<file path="config.mk">
export PLATFORM = sky130hd
export DESIGN_NAME = wr_memory
export DESIGN_NICKNAME = d
export VERILOG_FILES = /design/src/rtl/wr_memory_pkg.sv /design/src/rtl/wr_memory.sv
export SDC_FILE = /design/constraint.sdc
export NUM_CORES = 1
export LEC_CHECK = 0
export BUFFER_PORTS_ARGS = -buffer_cell sky130_fd_sc_hd__buf_4
export CAP_MARGIN = 20
export CORE_AREA = 8 8 45 47
export CTS_CLUSTER_SIZE = 30
export DETAILED_ROUTE_END_ITERATION = 8
export DIE_AREA = 0 0 53 55
export RECOVER_POWER = 25
export SYNTH_ARGS = -nofsm -noshare
export SYNTH_HDL_FRONTEND = slang
export SYNTH_SLANG_ARGS = --single-unit
export TNS_END_PERCENT = 1
</file>
<file path="constraint.sdc">
create_clock -name wr_clk -period 1.4 [get_ports wr_clk]
set_clock_uncertainty 0.1 [all_clocks]
set_input_delay 0.07 -clock wr_clk [delete_from_list [all_inputs] [get_ports wr_clk]]
set_output_delay 0.07 -clock wr_clk [all_outputs]
set_load 0.005 [all_outputs]
</file>
<file path="src/rtl/wr_memory_pkg.sv">
// Shared definitions for the asymmetric-width FIFO memories: FSM encoding and
// the geometry check reused by the read-side memory.
package wr_memory_pkg;

    typedef enum logic [1:0] {
        FILL = 2'd0,
        FULL = 2'd1,
        HOLD = 2'd2
    } state_t;

    // Buffer size must match exactly one full set of word slots.
    function automatic bit depth_ok(input int data_width, input int addr_width,
                                    input int mem_depth);
        return mem_depth == (data_width << addr_width);
    endfunction

endpackage

</file>
<file path="src/rtl/wr_memory.sv">
// Write-side FIFO storage: packs words into a flat buffer, raises full when
// complete, and holds the snapshot one extra cycle after the read side releases it.
module wr_memory
    import wr_memory_pkg::*;
#(
    parameter int WR_DATA_WIDTH = 2,
    parameter int WR_ADDR_WIDTH = 1,
    parameter int MEM_DEPTH     = 4
) (
    input  logic                     wr_clk,
    input  logic                     reset,
    input  logic [WR_DATA_WIDTH-1:0] wr_data,
    input  logic                     wr_en,
    input  logic                     rd_release,
    output logic [MEM_DEPTH-1:0]     remapping_memory,
    output logic                     full,
    output logic [WR_ADDR_WIDTH-1:0] wr_addr,
    output logic                     overflow
);

    if (!depth_ok(WR_DATA_WIDTH, WR_ADDR_WIDTH, MEM_DEPTH)) begin : g_bad_depth
        $error("wr_memory: MEM_DEPTH must equal WR_DATA_WIDTH * 2**WR_ADDR_WIDTH");
    end

    state_t                   state, state_n;
    logic [MEM_DEPTH-1:0]     mem_n;
    logic                     full_n;
    logic [WR_ADDR_WIDTH-1:0] addr_n;
    logic                     ovf_n;

    always_ff @(posedge wr_clk or posedge reset) begin
        if (reset) begin
            state            <= FILL;
            remapping_memory <= '0;
            full             <= 1'b0;
            wr_addr          <= '0;
            overflow         <= 1'b0;
        end else begin
            state            <= state_n;
            remapping_memory <= mem_n;
            full             <= full_n;
            wr_addr          <= addr_n;
            overflow         <= ovf_n;
        end
    end

    always_comb begin
        state_n = state;
        mem_n   = remapping_memory;
        full_n  = full;
        addr_n  = wr_addr;
        ovf_n   = 1'b0;
        case (state)
            FILL: begin
                if (wr_en) begin
                    mem_n[int'(wr_addr) * WR_DATA_WIDTH +: WR_DATA_WIDTH] = wr_data;
                    addr_n = wr_addr + 1'b1;  // last slot is all-ones, so this wraps to 0
                    if (&wr_addr) begin
                        full_n  = 1'b1;
                        state_n = FULL;
                    end
                end
            end
            FULL: begin
                ovf_n = wr_en;
                if (rd_release) begin
                    full_n  = 1'b0;
                    addr_n  = '0;
                    state_n = HOLD;
                end
            end
            HOLD: begin
                // Buffer stays frozen while the read side captures on full's falling edge.
                ovf_n   = wr_en;
                state_n = FILL;
            end
            default: state_n = FILL;
        endcase
    end

endmodule

</file>
# --- Word-level counts from Yosys, hierarchy flattened ---
# Index checks and enable logic that the tools add are counted.
totals:
  reg_bits: 9
  mem_bits_rw: 0
  latchBits: 0
  mem_count: 0
  in_bits: 6
  elab_cells: 33
  mem_bits_ro: 0
op_classes:
  shifts: 2
  n_mux: 12
  n_mul: 0
  n_bitwise: 0
  n_reduce_logical: 7
  eq_ne: 5
  order_cmp: 0
  div: 0
  add_sub_neg: 2
op_table:
  columns: ["op", "count"]
  rows:
  - ["$neg A2 Y33", 1]
  - ["$shift A2 B33 Y4 const A", 1]
  - ["$shiftx A2 B33 Y4", 1]
  - ["$mux W2", 3]
  - ["$ne A2 B2 Y1 const B", 3]
  - ["$reduce_and A3 Y1", 2]
  - ["$mux W1", 5]
  - ["$bwmux W4", 1]
  - ["$pmux W1 S2", 2]
  - ["$pmux W2 S2", 1]
  - ["$reduce_and A4 Y1", 1]
  - ["$eq A2 B1 Y1 const B", 1]
  - ["$eq A2 B2 Y1 const B", 1]
  - ["$logic_not A2 Y1", 1]
  - ["$reduce_and A2 Y1", 1]
  - ["$reduce_bool A2 Y1", 1]
  - ["$reduce_or A2 Y1", 1]
  - ["$add A1 B1 Y1 const B", 1]

# --- Longest topological paths before layout ---
depth:
  ltp_word: 3
  ltp_mapped: 5
  depth_no_buf: 5

# --- Worst setup path before layout ---
# No wires, ideal clock.
synth_path:
  kind: "flip-flop to flip-flop"
  from: "register state[0]"
  to: "register remapping_memory[2]"
  period_less_slack_ns: 1.436
  t_arrival_ns: 1.211
  slack_ns: -0.036
  stages_incl_launch_ff: 5
  required_time_ns: 1.175
  n_path_buf: 0
  cell_sequence: "dfrtp_1 inv_1 ha_1 and3_4 mux2_4"
synth_between:
  elab_chain_len: 2
synth_lines:
  columns: ["item", "line_no", "text"]
  rows:
  - ["start: declaration", "wr_memory.sv:25", "state_t state, state_n;"]
  - ["start signal: assignment", "wr_memory.sv:39", "state <= state_n;"]
  - ["$logic_not A2 Y1", "wr_memory.sv:53", "case (state)"]
  - ["$reduce_and A2 Y1 (no source line)", null, null]
  - ["end signal: assignment", "wr_memory.sv:40", "remapping_memory <= mem_n;"]
  - ["end: declaration", "wr_memory.sv:15", "output logic [MEM_DEPTH-1:0] remapping_memory,"]
# Every way passes these cells.
# A chain may end at the register's enable or synchronous reset.

# --- Worst setup path in the final report ---
layout_path:
  from: "register state[0]"
  to: "register remapping_memory[3]"
# Same word-level chain as after synthesis.

==> qor.yml <==
path_cells: "inv_2 -> ha_4 -> and3_4 -> mux2_4"
root_buffer: "clkbuf_4"
r2r_slack_ns: -0.04
total_power_uw: 1790
placed_cells: 69
fp.dieArea_sq_mm: 0.00292
worstMarginPinSlew_ns: 0.362
ys_types: 18
vias: 388
min_to: "full"
worst-setup-path-type: "register to register"
ys_async_sr_fraction: 1.00
reg2reg_depth: 4
setup_viol: 5
rows: 14
io_pins: 13
crit_path_end_kind: "register"
port-buffer-count: 12
first_global_vias: 474
max-clock-path-buffers: 2
die_h_um: 55
violations: "negative setup slack"
grt_util_all_layers: 0.0958
start_kind: "register"
ys_seq_area_frac: 0.485
p_per_area_mw_per_mm2: 2240
final_common_cell: "buf_4"
crit_fanout: 5
firstDrtPassIters: 4
postSynthCellCount: 36
p_leak_uw: 0.000379
grt-ovfl-total: 0
dp_slack_ns: -0.0902
maxSlewViolCount: 0
finalWorstSetupSlack_ns: -0.0424
start_util: 0.335
required_ns: 1.44
hold_ws_ns: 0.0190
drc: 0
stdcell_count: 83
timing.fmax_mhz: 693
syn_nets: 46
synth.avg_cell_area_sq_um: 12.9
synth_edf_count: 0
utilization: 0.577
clk_latency_ns: 0.26
drive_gt1_frac: 0.597
synth_area_sq_um: 464
min_period_over_period: 1.03
slew_headroom: 0.758
htreeDepth: 1
critPathLaunch: "state[0]"
vias_per_cell: 4.67
rsz0062_at_grt: "true"
yosysWarnings: 0
hold_path_startpoint: "rd_release"
drt_iter0_drc: 5
gp_congestion: 0.750
cts_sinks: 9
hold_viol_final: 0
synthToLayoutAreaGrowth_pct: 72.0
antenna_found_initial: 0
cts_tree: "done"
finalNetCount: 78
slowest_delay_ns: 0.45
r2r_end: "remapping_memory[3]"
maxCapViolCount: 0
status: "finished, violations left"
period_needed_ns: 1.44
ys.flop_type: "dfrtp_1"
min_path_cells: 3
cts_made_buffers: 3
postRouteAntennaNets: 0
wl_per_cell_um: 12.9
die_w_um: 53
ir_worst_vdd_v: 0.00115
diodes: 0
hpwl_um: 744
r2r_start: "state[0]"
cp.arrival_ns: 1.49
fp.coreArea_sq_mm: 0.00138
wirelength_um: 1070
synth_seq_cells: 9
grt_max_degree: 10
hold_path.class: "input port to register"
final_cell_mix: "buf_4 (19), dfrtp_1 (8), mux2_4 (4), clkbuf_4 (4), dlygate4sd3_1 (4)"
grt_pass1_wl_um: 2060
path_clk_slew_ns: 0.06
crit_slowest_cell: "dfrtp_2"
## worst max-delay path, delay by kind of cell (launching register included)
kind | cells | cell delay (ns)
DFF | 1 | 0.45
buffers and inverters | 1 | 0.09
adders and majority gates | 1 | 0.17
and+or+nand+nor | 1 | 0.22
muxes | 1 | 0.30
## logic make-up (layout without fill, tap and decap cells)
group / Yosys count / in the layout / synth area share
flip-flops: 9 / 9 / 0.485
buffers and inverters: 3 / 34 / 0.0243
AO/OA/AOI/OAI: 4 / 4 / 0.0674
AND/OR/NAND/NOR: 8 / 8 / 0.108
adder cells (fa/ha/maj): 4 / 4 / 0.108
multiplexers: 8 / 8 / 0.208
## metal layers
layer	global-route usage	wire length, um
met5	0	0
met4	0.0517	6
met3	0.0348	105
met2	0.166	547
met1	0.0992	409
## metrics by stage
stage	area [sq um]	setup TNS [ns]
global placement	614	-0.314
finish	798	-0.108
global route	798	-0.450
CTS	795	-0.0616
floorplan	467	-0.0120
detailed placement	614	-0.374
## power breakdown
part           leakage (uW)  switching (uW)  internal [uW]  total (uW)
combinational      0.000256             376            716        1090
clock             0.0000150            94.0            110         204
sequential         0.000108             101            395         495
## final cells by class
class | count | area [sq um]
repair buffers | 27 | 224
well taps | 16 | 20.0
inverters | 3 | 13.8
multi-input cells | 24 | 288
flip-flops and latches | 9 | 226
fillers | 117 | 586
clock buffers | 4 | 26.3
## how the worst max path moves through the flow
stage | to | cells after the start
after floorplan | remapping_memory[2] | 4
after global placement | remapping_memory[3] | 4
after detailed placement | remapping_memory[3] | 4
after CTS | remapping_memory[3] | 4
after global routing | full | 6
final | remapping_memory[3] | 4
## sequential cells by signal, indices dropped and copies added (netlist names)
name / flops
remapping_memory: 4
state: 2
full: 1
overflow: 1
wr_addr: 1
## cell usage after synthesis (2+ instances only)
cell | number | area share
inv_1 | 3 | 0.024
nor2_1 | 2 | 0.016
ha_1 | 4 | 0.11
mux2_1 | 4 | 0.097
dfrtp_1 | 9 | 0.49
mux2_4 | 2 | 0.065
## what timing repair did
action | 4_1_cts | 5_1_grt
resized for setup | 16 | 1
endpoints found under the setup margin | 7 | 8
hold buffers | 4 | 0
hold endpoints to repair | 14 | 0
setup buffers | 6 | 0
pin swaps | 5 | 4
Note: power is estimated with default switching activity, not from simulation.
